### config.mk
export PLATFORM = sky130hd
export DESIGN_NAME = pmem_line_responder
export DESIGN_NICKNAME = d
export VERILOG_FILES = /design/src/rtl/pmem_line_responder_pkg.sv /design/src/rtl/pmem_line_responder_beat_counter.sv /design/src/rtl/pmem_line_responder.sv
export SDC_FILE = /design/constraint.sdc
export NUM_CORES = 1
export LEC_CHECK = 0
export BUFFER_PORTS_ARGS = -buffer_cell sky130_fd_sc_hd__clkbuf_2
export CELL_PAD_IN_SITES_DETAIL_PLACEMENT = 0
export CELL_PAD_IN_SITES_GLOBAL_PLACEMENT = 1
export CORE_AREA = 2 2 264 266
export CTS_CLUSTER_DIAMETER = 80
export DETAILED_ROUTE_END_ITERATION = 10
export DIE_AREA = 0 0 266 268
export HOLD_SLACK_MARGIN = 0.08
export PLACE_DENSITY_LB_ADDON = 0.08
export SLEW_MARGIN = 0
export SYNTH_ARGS = -nofsm -noshare
export SYNTH_HDL_FRONTEND = slang
export SYNTH_SLANG_ARGS = --single-unit
### constraint.sdc
create_clock -name clk -period 1.8 [get_ports clk]
set_input_delay 0.18 -clock clk [delete_from_list [all_inputs] [get_ports clk]]
set_output_delay 0.18 -clock clk [all_outputs]
set_load 0.02 [all_outputs]
### src/rtl/pmem_line_responder_pkg.sv
// Shared types and constants for the pmem line responder: line/beat geometry and FSM states.
package pmem_line_responder_pkg;

    localparam int unsigned C2_LINE_BITS = 256;
    localparam int unsigned C2_BEAT_BITS = 64;
    localparam int unsigned C2_ADDR_BITS = 16;

    localparam int unsigned C2_BEATS_PER_LINE   = C2_LINE_BITS / C2_BEAT_BITS;
    localparam int unsigned C2_LINE_OFFSET_BITS = $clog2(C2_LINE_BITS / 8);

    typedef logic [C2_BEAT_BITS-1:0] lc3b_c2_beat;

    typedef enum logic [2:0] {
        StIdle,
        StCmd,
        StWdata,
        StRdata,
        StResp
    } resp_state_e;

endpackage

### src/rtl/pmem_line_responder_beat_counter.sv
// Beat index within a line burst: clear, increment with wrap, and last-beat flag.
module line_beat_counter #(
    parameter int unsigned  BEATS = 4,
    localparam int unsigned CW    = (BEATS > 1) ? $clog2(BEATS) : 1
) (
    input  logic          clk,
    input  logic          rst_n,
    input  logic          clear,
    input  logic          incr,
    output logic [CW-1:0] count,
    output logic          last
);

    assign last = (count == CW'(BEATS - 1));

    always_ff @(posedge clk or negedge rst_n) begin
        if (!rst_n) begin
            count <= '0;
        end else if (clear) begin
            count <= '0;
        end else if (incr) begin
            count <= last ? '0 : count + 1'b1;
        end
    end

endmodule

### src/rtl/pmem_line_responder.sv
// Turns held full-line pmem read/write requests into beat-serial ready/valid bursts and
// acknowledges with a one-cycle pmem_resp only if the same request is still being asked for.
module pmem_line_responder
    import pmem_line_responder_pkg::*;
#(
    parameter int unsigned LINE_BITS = C2_LINE_BITS,
    parameter int unsigned BEAT_BITS = C2_BEAT_BITS,
    parameter int unsigned ADDR_BITS = C2_ADDR_BITS
) (
    input  logic                 clk,
    input  logic                 rst_n,
    input  logic                 pmem_read,
    input  logic                 pmem_write,
    input  logic [ADDR_BITS-1:0] pmem_address,
    input  logic [LINE_BITS-1:0] pmem_wdata,
    output logic                 pmem_resp,
    output logic [LINE_BITS-1:0] pmem_rdata,
    output logic                 burst_cmd_valid,
    input  logic                 burst_cmd_ready,
    output logic                 burst_cmd_write,
    output logic [ADDR_BITS-1:0] burst_addr,
    output logic [BEAT_BITS-1:0] burst_wdata,
    output logic                 burst_wvalid,
    input  logic                 burst_wready,
    input  logic [BEAT_BITS-1:0] burst_rdata,
    input  logic                 burst_rvalid
);

    localparam int unsigned BEATS = LINE_BITS / BEAT_BITS;
    localparam int unsigned OFF   = $clog2(LINE_BITS / 8);
    localparam int unsigned CW    = (BEATS > 1) ? $clog2(BEATS) : 1;

    resp_state_e state_q, state_d;
    logic        capture;

    logic                            write_q;
    logic [ADDR_BITS-1:OFF]          addr_q;
    logic [BEATS-1:0][BEAT_BITS-1:0] wdata_q;
    logic [BEATS-1:0][BEAT_BITS-1:0] rdata_q;

    logic [CW-1:0] beat_idx;
    logic          last_beat;
    logic          beat_fire;
    logic          req_match;

    logic unused_addr_offset;
    assign unused_addr_offset = ^pmem_address[OFF-1:0];

    assign beat_fire = ((state_q == StWdata) && burst_wready) ||
                       ((state_q == StRdata) && burst_rvalid);

    // The requester may have withdrawn or retargeted mid-burst; only ack an unchanged request.
    assign req_match = (write_q ? pmem_write : pmem_read) &&
                       (pmem_address[ADDR_BITS-1:OFF] == addr_q);

    line_beat_counter #(
        .BEATS (BEATS)
    ) u_beat_counter (
        .clk   (clk),
        .rst_n (rst_n),
        .clear (state_q == StIdle),
        .incr  (beat_fire),
        .count (beat_idx),
        .last  (last_beat)
    );

    always_ff @(posedge clk or negedge rst_n) begin
        if (!rst_n) begin
            state_q <= StIdle;
        end else begin
            state_q <= state_d;
        end
    end

    always_comb begin
        state_d = state_q;
        capture = 1'b0;
        unique case (state_q)
            StIdle: begin
                if (pmem_write || pmem_read) begin
                    capture = 1'b1;
                    state_d = StCmd;
                end
            end
            StCmd: begin
                if (burst_cmd_ready) begin
                    state_d = write_q ? StWdata : StRdata;
                end
            end
            StWdata, StRdata: begin
                if (beat_fire && last_beat) begin
                    state_d = req_match ? StResp : StIdle;
                end
            end
            StResp: begin
                state_d = StIdle;
            end
            default: begin
                state_d = StIdle;
            end
        endcase
    end

    always_ff @(posedge clk or negedge rst_n) begin
        if (!rst_n) begin
            write_q <= 1'b0;
            addr_q  <= '0;
            wdata_q <= '0;
        end else if (capture) begin
            write_q <= pmem_write;
            addr_q  <= pmem_address[ADDR_BITS-1:OFF];
            if (pmem_write) begin
                wdata_q <= pmem_wdata;
            end
        end
    end

    always_ff @(posedge clk or negedge rst_n) begin
        if (!rst_n) begin
            rdata_q <= '0;
        end else if ((state_q == StRdata) && burst_rvalid) begin
            rdata_q[beat_idx] <= burst_rdata;
        end
    end

    assign pmem_resp       = (state_q == StResp);
    assign pmem_rdata      = rdata_q;
    assign burst_cmd_valid = (state_q == StCmd);
    assign burst_cmd_write = write_q;
    assign burst_addr      = {addr_q, {OFF{1'b0}}};
    assign burst_wvalid    = (state_q == StWdata);
    assign burst_wdata     = wdata_q[beat_idx];

endmodule

==> flow_summary.toml, run 1 <==
[run_status]
status = "finished, violations left"
violations = "setup timing"

[run]
drv_cap = 0

[synth]
synth_edf_count = 0
ys_async_sr_fraction_pct = 100
synth-main-ff-cell = "dfrtp_1"
ys_types = 36
synthCells = 1253
ys_warn_count = 0
ys_seq_area_share_pct = 61.2
ys_ff_latch = 529
avgSynthCellArea_um2 = 17.3
syn_area_um2 = 21600

[sta]
whs_ps = 116
max_freq_mhz = 431
final-hold-violation-count = 0
setup_ws_ps = -520
slew_violations = 0
final.period_utilization_pct = 129
slew_headroom_pct = 57.4
worst_pin_slew_ps = 639
skew_ps = 14.2
min_period_ps = 2320
setup_tns_ps = -28810
rsz0062_at_grt = "true"
setup_viol = 64

[power_and_ir_drop]
clkPwrFrac_pct = 22.1
peakVddDrop_v = 0.000990
intPower_w = 0.0375
combPwrFrac_pct = 42.9
finalPower_w = 0.0577
power_switching_w = 0.0202
power_frac_seq_pct = 35.0
p_leak_nw = 15.8
pwr_density_cell_nw_per_um2 = 1730
swShare_pct = 35.0

[setup_path]
start_kind = "register"
required_ps = 1620
rr_worst_depth = 6
r2r_end = "pmem_rdata[69]"
cp_max_fo = 13
path_buf_inv = 3
end_kind = "primary output"
worstSetupPathType = "reg -> out"
rrSetupSlack_ps = 20
path_common_cell = "buf_12"
cpLargestDelayFamily = "multiplexers"
crit_chain = "buf_12 > buf_12 > mux4_2 > buf_2"
slowest_delay_ps = 550
r2r-start = "u_beat_counter.count[1]"
slowest_stage = "mux4_2"
crit_cells = 4
crit_arrival_ps = 2140

[floorplanning]
ios = 683
rows = 96
start_util_pct = 31.7
die_area_um2 = 71300
die_y_um = 268
die_w_um = 266
core-area_um2 = 68200

[cells_and_area]
drive_above_1_share_pct = 52.6
final_common_cell = "clkbuf_2"
nets = 2711
synthToLayoutAreaGrowth_pct = 53.9
fin_cells = 3299
nFillCells = 6100
layout_common_cells = "607 x clkbuf_2, 525 x dfrtp_1, 337 x dlygate4sd3_1"

[placed_design]
dp_cells = 2812
io_buffers = 672
pre_cts_ws_ps = 22.2
dp_hpwl_um = 52700
gp_congestion = 0.810

[global_routing]
grt_pass1_wl_um = 105000
grt_use_total_pct = 19.6
grt_max_degree = 71
antenna_found_initial = 11
gr-total-overflow = 0
grt_pass1_vias = 16500

[detailed_routing]
ant_nets = 0
via_count = 15100
routed_wl_um = 72200
drtPass1Iterations = 4
drc = 0
wl_per_cell_um = 21.9
first_iter_violations = 517
via_per_inst = 4.57

[clock_network]
clk_path_buf_depth = 3
htree_levels = 2
cts_sinks = 529
cts_tree = "yes"
root_buffer = "clkbuf_16"
cts_made_buffers = 61
worstSkewPairLatency_ps = 620
clkTransAtPathRegs_ps = 60

[min_path]
min_path_type = "in -> async"
## sequential cells by signal, summed over array words and instances (netlist names)
| register | count |
|---|---|
| addr_q | 11 |
| pmem_rdata | 256 |
| wdata_q | 256 |
| state_q | 3 |
| burst_cmd_write | 1 |
| u_beat_counter.count | 2 |
## through the flow
stage          cell area [µm²]  utilization, %
6_report                 33300            48.8
2_1_floorplan            21700               -
3_3_place_gp             26700            39.1
4_1_cts                  32500            47.6
5_1_grt                  33300            48.8
3_5_place_dp             26700            39.1
## per-layer routing
metal	vias up	track usage [%]	wire length (µm)
met5	-	0	68
met4	12	4.74	1420
met3	102	6.30	5050
met2	437	34.3	37000
met1	7705	23.4	28600
li1	6821	-	-
## how the worst max path moves through the flow
| stage | startpoint | to | slack (ps) |
|---|---|---|---|
| final | u_beat_counter.count[0] | burst_wdata[25] | -520 |
| after global routing | u_beat_counter.count[0] | burst_wdata[25] | -590 |
| after CTS | u_beat_counter.count[0] | burst_wdata[42] | -590 |
| after detailed placement | state_q[2] | wdata_q[212] | 20 |
| after global placement | state_q[2] | wdata_q[166] | 10 |
| after floorplan | u_beat_counter.count[0] | burst_wdata[27] | -60 |
## synthesized netlist by cell type, types with 2 or more instances
cell,number,area [µm²]
a21oi_1,2,10.0
buf_1,3,11.3
buf_2,31,155
buf_4,5,37.5
buf_6,33,372
clkbuf_1,4,15.0
dfrtp_1,529,13200
ha_1,4,50.1
inv_1,6,22.5
mux2_1,250,2820
mux2_2,264,2970
mux2_4,9,135
mux4_2,64,1440
nand2_2,4,25.0
nand2b_1,2,12.5
nor2_1,4,15.0
nor3_1,3,15.0
nor3b_1,2,15.0
nor4_1,4,25.0
o21ai_0,5,25.0
xnor2_1,4,35.0
xor2_1,7,61.3
## power groups by stage
stage               Sequential [W]  Clock (W)  Combinational (W)
global route                0.0209     0.0137             0.0263
finish                      0.0202     0.0128             0.0247
detailed placement          0.0204          0             0.0219
global placement            0.0202          0             0.0216
CTS                         0.0202     0.0132             0.0236
floorplan                   0.0225          0             0.0110
## worst reg2reg max path, stage by stage, from the launching register on
cell	delay, ps
dfrtp_4	560
buf_8	180
inv_6	70
ha_4	200
nand2_8	140
clkbuf_16	220
mux2_4	300
## kinds of logic after synthesis
family / after synthesis / synth area share [%]
buf+inv: 82 / 2.84
fa+ha+maj: 4 / 0.231
xor+xnor: 11 / 0.446
other cells: 1 / 0.0173
mux: 588 / 34.1
compound gates: 13 / 0.388
simple gates: 25 / 0.758
flops: 529 / 61.2
## cell type report
type                            instances  area, µm²  share of cell area [%]
Sequential cell                       529      13200                    39.8
Timing Repair Buffer                 1119       8740                    26.3
Multi-Input combinational cell        647       8080                    24.3
Clock buffer                           92       1770                    5.33
Tap cell                              882       1100                    3.32
Clock inverter                         18        288                   0.865
Inverter                                6       27.5                  0.0827
Antenna cell                            6       15.0                  0.0451
## repair_timing
action / 4_1_cts / 5_1_grt
gates resized for setup: 60 / 160
setup buffers: 7 / 12
endpoints found under the setup margin: 97 / 394
hold buffers: 337 / 0
cloned: 2 / 13
pin swaps: 1 / 5
hold endpoints to repair: 1053 / 0
No activity file was read; power rests on OpenSTA's default activity.
==> inputs of run 2 (changes only) <==
--- a/config.mk
+++ b/config.mk
@@ -8,10 +8,10 @@
 export BUFFER_PORTS_ARGS = -buffer_cell sky130_fd_sc_hd__clkbuf_2
 export CELL_PAD_IN_SITES_DETAIL_PLACEMENT = 0
 export CELL_PAD_IN_SITES_GLOBAL_PLACEMENT = 1
-export CORE_AREA = 2 2 264 266
+export CORE_AREA = 2 2 265 267
 export CTS_CLUSTER_DIAMETER = 80
 export DETAILED_ROUTE_END_ITERATION = 10
-export DIE_AREA = 0 0 266 268
+export DIE_AREA = 0 0 267 269
 export HOLD_SLACK_MARGIN = 0.08
 export PLACE_DENSITY_LB_ADDON = 0.08
 export SLEW_MARGIN = 0
==> constraint.sdc (replaced) <==
create_clock -name clk -period 3 [get_ports clk]
set_input_delay 0.3 -clock clk [delete_from_list [all_inputs] [get_ports clk]]
set_output_delay 0.3 -clock clk [all_outputs]
set_load 0.02 [all_outputs]
==> run 2 against run 1 <==
The flow now finishes without violations. Combinational power down 49%. Clock power down 42%. Design area down 5.1%. Die area up 0.75%. Largest power group unchanged. Highest routed layer unchanged.
==> flow_summary.toml, run 2 (synthesis results as in run 1) <==
[sta]
slew_headroom_pct = 55.0
final-hold-violation-count = 0
worst_pin_slew_ps = 675
rsz0062_at_grt = "false"
setup_viol = 0
min_period_ps = 2590
setup_tns_ps = 0
slew_violations = 0
final.period_utilization_pct = 86.5
skew_ps = 9.87
max_freq_mhz = 386

[placed_design]
gp_congestion = 0.773
io_buffers = 672
dp_hpwl_um = 50400
dp_cells = 2840

[setup_path]
rrSetupSlack_ps = 880
r2r_end = "wdata_q[84]"
cp_max_fo = 38
rr_worst_depth = 4
required_ps = 2700
crit_arrival_ps = 2290
end_kind = "primary output"
start_kind = "register"
r2r-start = "state_q[2]"
worstSetupPathType = "reg -> out"

[detailed_routing]
ant_nets = 0
via_count = 14800
drtPass1Iterations = 4
dr_wl_met3_um = 4960
wl_per_cell_um = 20.7
routed_wl_um = 68100
wl_met1_um = 26300
drc = 0
topRoutingLayerUsed = "met5"
wl_met2_um = 34900
first_iter_violations = 478
via_per_inst = 4.49

[cells_and_area]
fin_cells = 3292
layout_common_cells = "671 x clkbuf_2, 527 x dfrtp_1, 335 x dlygate4sd3_1"
final_common_cell = "clkbuf_2"
nets = 2644
nFillCells = 6400
synthToLayoutAreaGrowth_pct = 46.0
drive_above_1_share_pct = 49.1

[clock_network]
cts_sinks = 529
post_cts_buffers = 0
cts_resized = 0
cts_made_buffers = 60
htree_levels = 2
hold_buffers = 335
root_buffer = "clkbuf_16"
worstSkewPairLatency_ps = 610
clk_path_buf_depth = 3
cts_tree = "yes"
clkTransAtPathRegs_ps = 50

[power_and_ir_drop]
pwr_density_cell_nw_per_um2 = 1020
peakVddDrop_v = 0.000503
p_leak_nw = 15.0

[run]
drv_cap = 0

[floorplanning]
die_y_um = 269
die_area_um2 = 71800
rows = 97
start_util_pct = 31.2
core-area_um2 = 69300
die_w_um = 267
ios = 683

[global_routing]
grt_use_total_pct = 18.7
gr-total-overflow = 0
grt_pass1_wl_um = 102000
antenna_found_initial = 13
grt_max_degree = 68
grt_pass1_vias = 16200

[min_path]
whs_endpoint = "u_beat_counter.count[0]"
holdPathStages = 4
min_path_type = "in -> reg"
hold_start = "burst_wready"

[run_status]
status = "finished clean"
==> run 2: cell count changes in the layout (fill, tap and decap cells not counted), moves of 5 or more <==
cell,delta
mux2_4,-35
buf_4,-18
buf_16,-5
nand2_8,-5
buf_8,-18
buf_6,-25
buf_12,-21
clkbuf_8,-6
mux2_1,+35
clkbuf_2,+64
buf_2,-22
clkbuf_16,-10
==> run 2: per-layer routing <==
| layer | vias up | track usage (%) |
|---|---|---|
| met4 | 8 | 5.65 |
| met5 | - | 0 |
| met3 | 110 | 5.64 |
| met1 | 7567 | 22.0 |
| li1 | 6675 | - |
| met2 | 424 | 32.9 |
==> run 2: worst max-delay path by stage <==
stage / from / to / cells after the start
3_5_place_dp: state_q[2] / wdata_q[140] / 4
2_1_floorplan: u_beat_counter.count[0] / pmem_rdata[10] / 7
5_1_grt: u_beat_counter.count[1] / burst_wdata[25] / 3
4_1_cts: u_beat_counter.count[1] / burst_wdata[22] / 3
3_3_place_gp: state_q[2] / wdata_q[84] / 4
6_report: u_beat_counter.count[1] / burst_wdata[22] / 3
==> run 2: critical path: stages, from the launching register on <==
cell      delay (ps)
dfrtp_4          470
buf_4            540
mux4_2           410
clkbuf_2         200
==> run 2: power by group <==
| group | internal [W] | switching [W] |
|---|---|---|
| sequential | 0.0104 | 0.00170 |
| clock | 0.00440 | 0.00297 |
| combinational | 0.00587 | 0.00684 |
==> run 2: stage by stage <==
| step | hold slack, ps | area, µm² | power, W | setup slack [ps] | util [%] |
|---|---|---|---|---|---|
| final | 181 | 31600 | 0.0322 | 407 | 45.5 |
| after global placement | 330 | 26200 | 0.0245 | 892 | 37.9 |
| after CTS | 127 | 31500 | 0.0327 | 294 | 45.5 |
| after detailed placement | 338 | 26200 | 0.0248 | 873 | 37.9 |
| after floorplan | 4.41 | 21600 | 0.0201 | 964 | - |
| after global routing | 174 | 31600 | 0.0341 | 299 | 45.5 |
==> run 2: final cells by class <==
class                   instances  area (µm²)  area share (%)
diodes                         10        25.0          0.0793
clock buffers                  93        1750            5.53
clock inverters                14         209           0.662
inverters                       6        22.5          0.0714
multi-input cells             646        7810            24.7
flip-flops and latches        529       13200            42.0
well taps                     940        1180            3.73
repair buffers               1054        7330            23.2
==> inputs of run 3 (changes only) <==
--- a/config.mk
+++ b/config.mk
@@ -14,6 +14,7 @@
 export DIE_AREA = 0 0 267 269
 export HOLD_SLACK_MARGIN = 0.08
 export PLACE_DENSITY_LB_ADDON = 0.08
+export RECOVER_POWER = 100
 export SLEW_MARGIN = 0
 export SYNTH_ARGS = -nofsm -noshare
 export SYNTH_HDL_FRONTEND = slang
==> run 3 against run 2 <==
The run now ends with capacitance limit, slew limit left. Critical endpoint is now burst_wdata[29]. Combinational power down 5%. Critical path type unchanged. Largest power group is now registers. Flip-flop and latch count unchanged. First-iteration DRC count rose by 2.3%. Clock skew rose by 0.82 ps. Sequential power barely moved.
==> flow_summary.toml, run 3 (synthesis results as in run 1) <==
[setup_path]
cp_max_fo = 38
crit_arrival_ps = 2400
slowest_delay_ps = 580
crit_chain = "buf_4 > mux4_2 > clkbuf_1"
start_kind = "register"
slowest_stage = "buf_4"
cpLargestDelayFamily = "buffers and inverters"
worstSetupPathType = "reg -> out"
end_kind = "primary output"
required_ps = 2700
path_buf_inv = 2

[detailed_routing]
drc = 0
via_per_inst = 4.51
first_iter_violations = 489
ant_nets = 0
wl_per_cell_um = 20.8
drtPass1Iterations = 4
routed_wl_um = 68400
via_count = 14800

[global_routing]
antenna_found_initial = 13
grt_max_degree = 68
grt_use_total_pct = 18.7
grt_pass1_vias = 16200
grt_pass1_wl_um = 102000
gr-total-overflow = 0

[clock_network]
cts_made_buffers = 60
cts_resized = 0
worstSkewPairLatency_ps = 610
clkTransAtPathRegs_ps = 50
htree_levels = 2
clk_path_buf_depth = 3
post_cts_buffers = 0
cts_tree = "yes"
root_buffer = "clkbuf_16"
cts_sinks = 529

[cells_and_area]
fin_cells = 3290
final_common_cell = "dfrtp_1"
nFillCells = 6552
layout_common_cells = "528 x dfrtp_1, 359 x clkbuf_1, 357 x clkbuf_2"
drive_above_1_share_pct = 34.4
nets = 2644
synthToLayoutAreaGrowth_pct = 42.9
stdcell_area_um2 = 30900

[floorplanning]
die_w_um = 267
start_util_pct = 31.2
die_y_um = 269
die_area_um2 = 71800
core-area_um2 = 69300
rows = 97
ios = 683

[power_and_ir_drop]
combPwrFrac_pct = 38.3
finalPower_w = 0.0315
peakVddDrop_v = 0.000486
power_switching_w = 0.0115
pwr_density_cell_nw_per_um2 = 1020
intPower_w = 0.0200
power_frac_seq_pct = 38.3
swShare_pct = 36.4
p_leak_nw = 13.9
clkPwrFrac_pct = 23.4

[sta]
skew_ps = 10.7
rsz0062_at_grt = "false"
max_freq_mhz = 371
min_period_ps = 2700
slew_violations = 62
slew_headroom_pct = -45.2
setup_viol = 0
setup_tns_ps = 0
final-hold-violation-count = 0
worst_pin_slew_ps = 2180
final.period_utilization_pct = 89.9

[run_status]
status = "finished, violations left"
violations = "capacitance limit, slew limit"

[placed_design]
dp_cells = 2840
gp_congestion = 0.773
io_buffers = 672
dp_hpwl_um = 50400
dpl_cell_area_um2 = 26200

[run]
drv_cap = 1

[min_path]
min_path_type = "in -> reg"
## run 3: stage by stage
stage                     utilization (%)  hold WS, ps  setup WS (ps)
after CTS                            45.5          127            294
after floorplan                         -         4.41            964
final                                44.6          182            302
after global placement               37.9          330            892
after detailed placement             37.9          338            873
after global routing                 44.6          174            154
## run 3: final timing paths
check                                             start                 endpoint  slack (ps)  cells past startpoint
worst max-delay path            u_beat_counter.count[1]          burst_wdata[29]         300                      3
worst min-delay path                       burst_wready  u_beat_counter.count[0]         180                      4
worst max register to register               state_q[2]          pmem_rdata[234]         360                      5
worst min register to register              wdata_q[61]              wdata_q[61]         480                      1
max in group asynchronous                         rst_n              wdata_q[58]         500                      4
min in group asynchronous                         rst_n            pmem_rdata[6]         830                      2
## run 3: power by group through the flow
stage               Combinational [W]  Clock (W)  Sequential (W)
floorplan                     0.00658          0          0.0135
global placement               0.0124          0          0.0121
detailed placement             0.0126          0          0.0122
CTS                            0.0130    0.00764          0.0121
global route                   0.0129    0.00794          0.0125
finish                         0.0121    0.00736          0.0121
## run 3: repair_timing
action,4_1_cts,5_1_grt
endpoints found under the setup margin,0,0
hold endpoints to repair,582,0
hold buffers,335,0
## run 3: routing by layer
metal / global-route usage (%) / part of all wire (%) / wire length (µm)
met3: 5.64 / 7.2 / 4910
met1: 22.0 / 39 / 26600
met2: 32.9 / 51 / 35000
met5: 0 / 0.075 / 51
met4: 5.65 / 2.7 / 1860
## run 3: area by class of cell
class | count | area (µm²) | area share [%]
Clock buffer | 93 | 1750 | 5.65
Clock inverter | 14 | 209 | 0.676
Timing Repair Buffer | 1054 | 6720 | 21.7
Antenna cell | 8 | 20.0 | 0.0648
Inverter | 6 | 22.5 | 0.0729
Multi-Input combinational cell | 646 | 7770 | 25.2
Sequential cell | 529 | 13200 | 42.8
Tap cell | 940 | 1180 | 3.81
## run 3: worst reg2reg max path: stages, from the launching register on
cell and delay, ps:
dfrtp_1 470, nand2b_4 210, nor2_1 590, nand2_4 430, buf_2 430, mux2_1 380
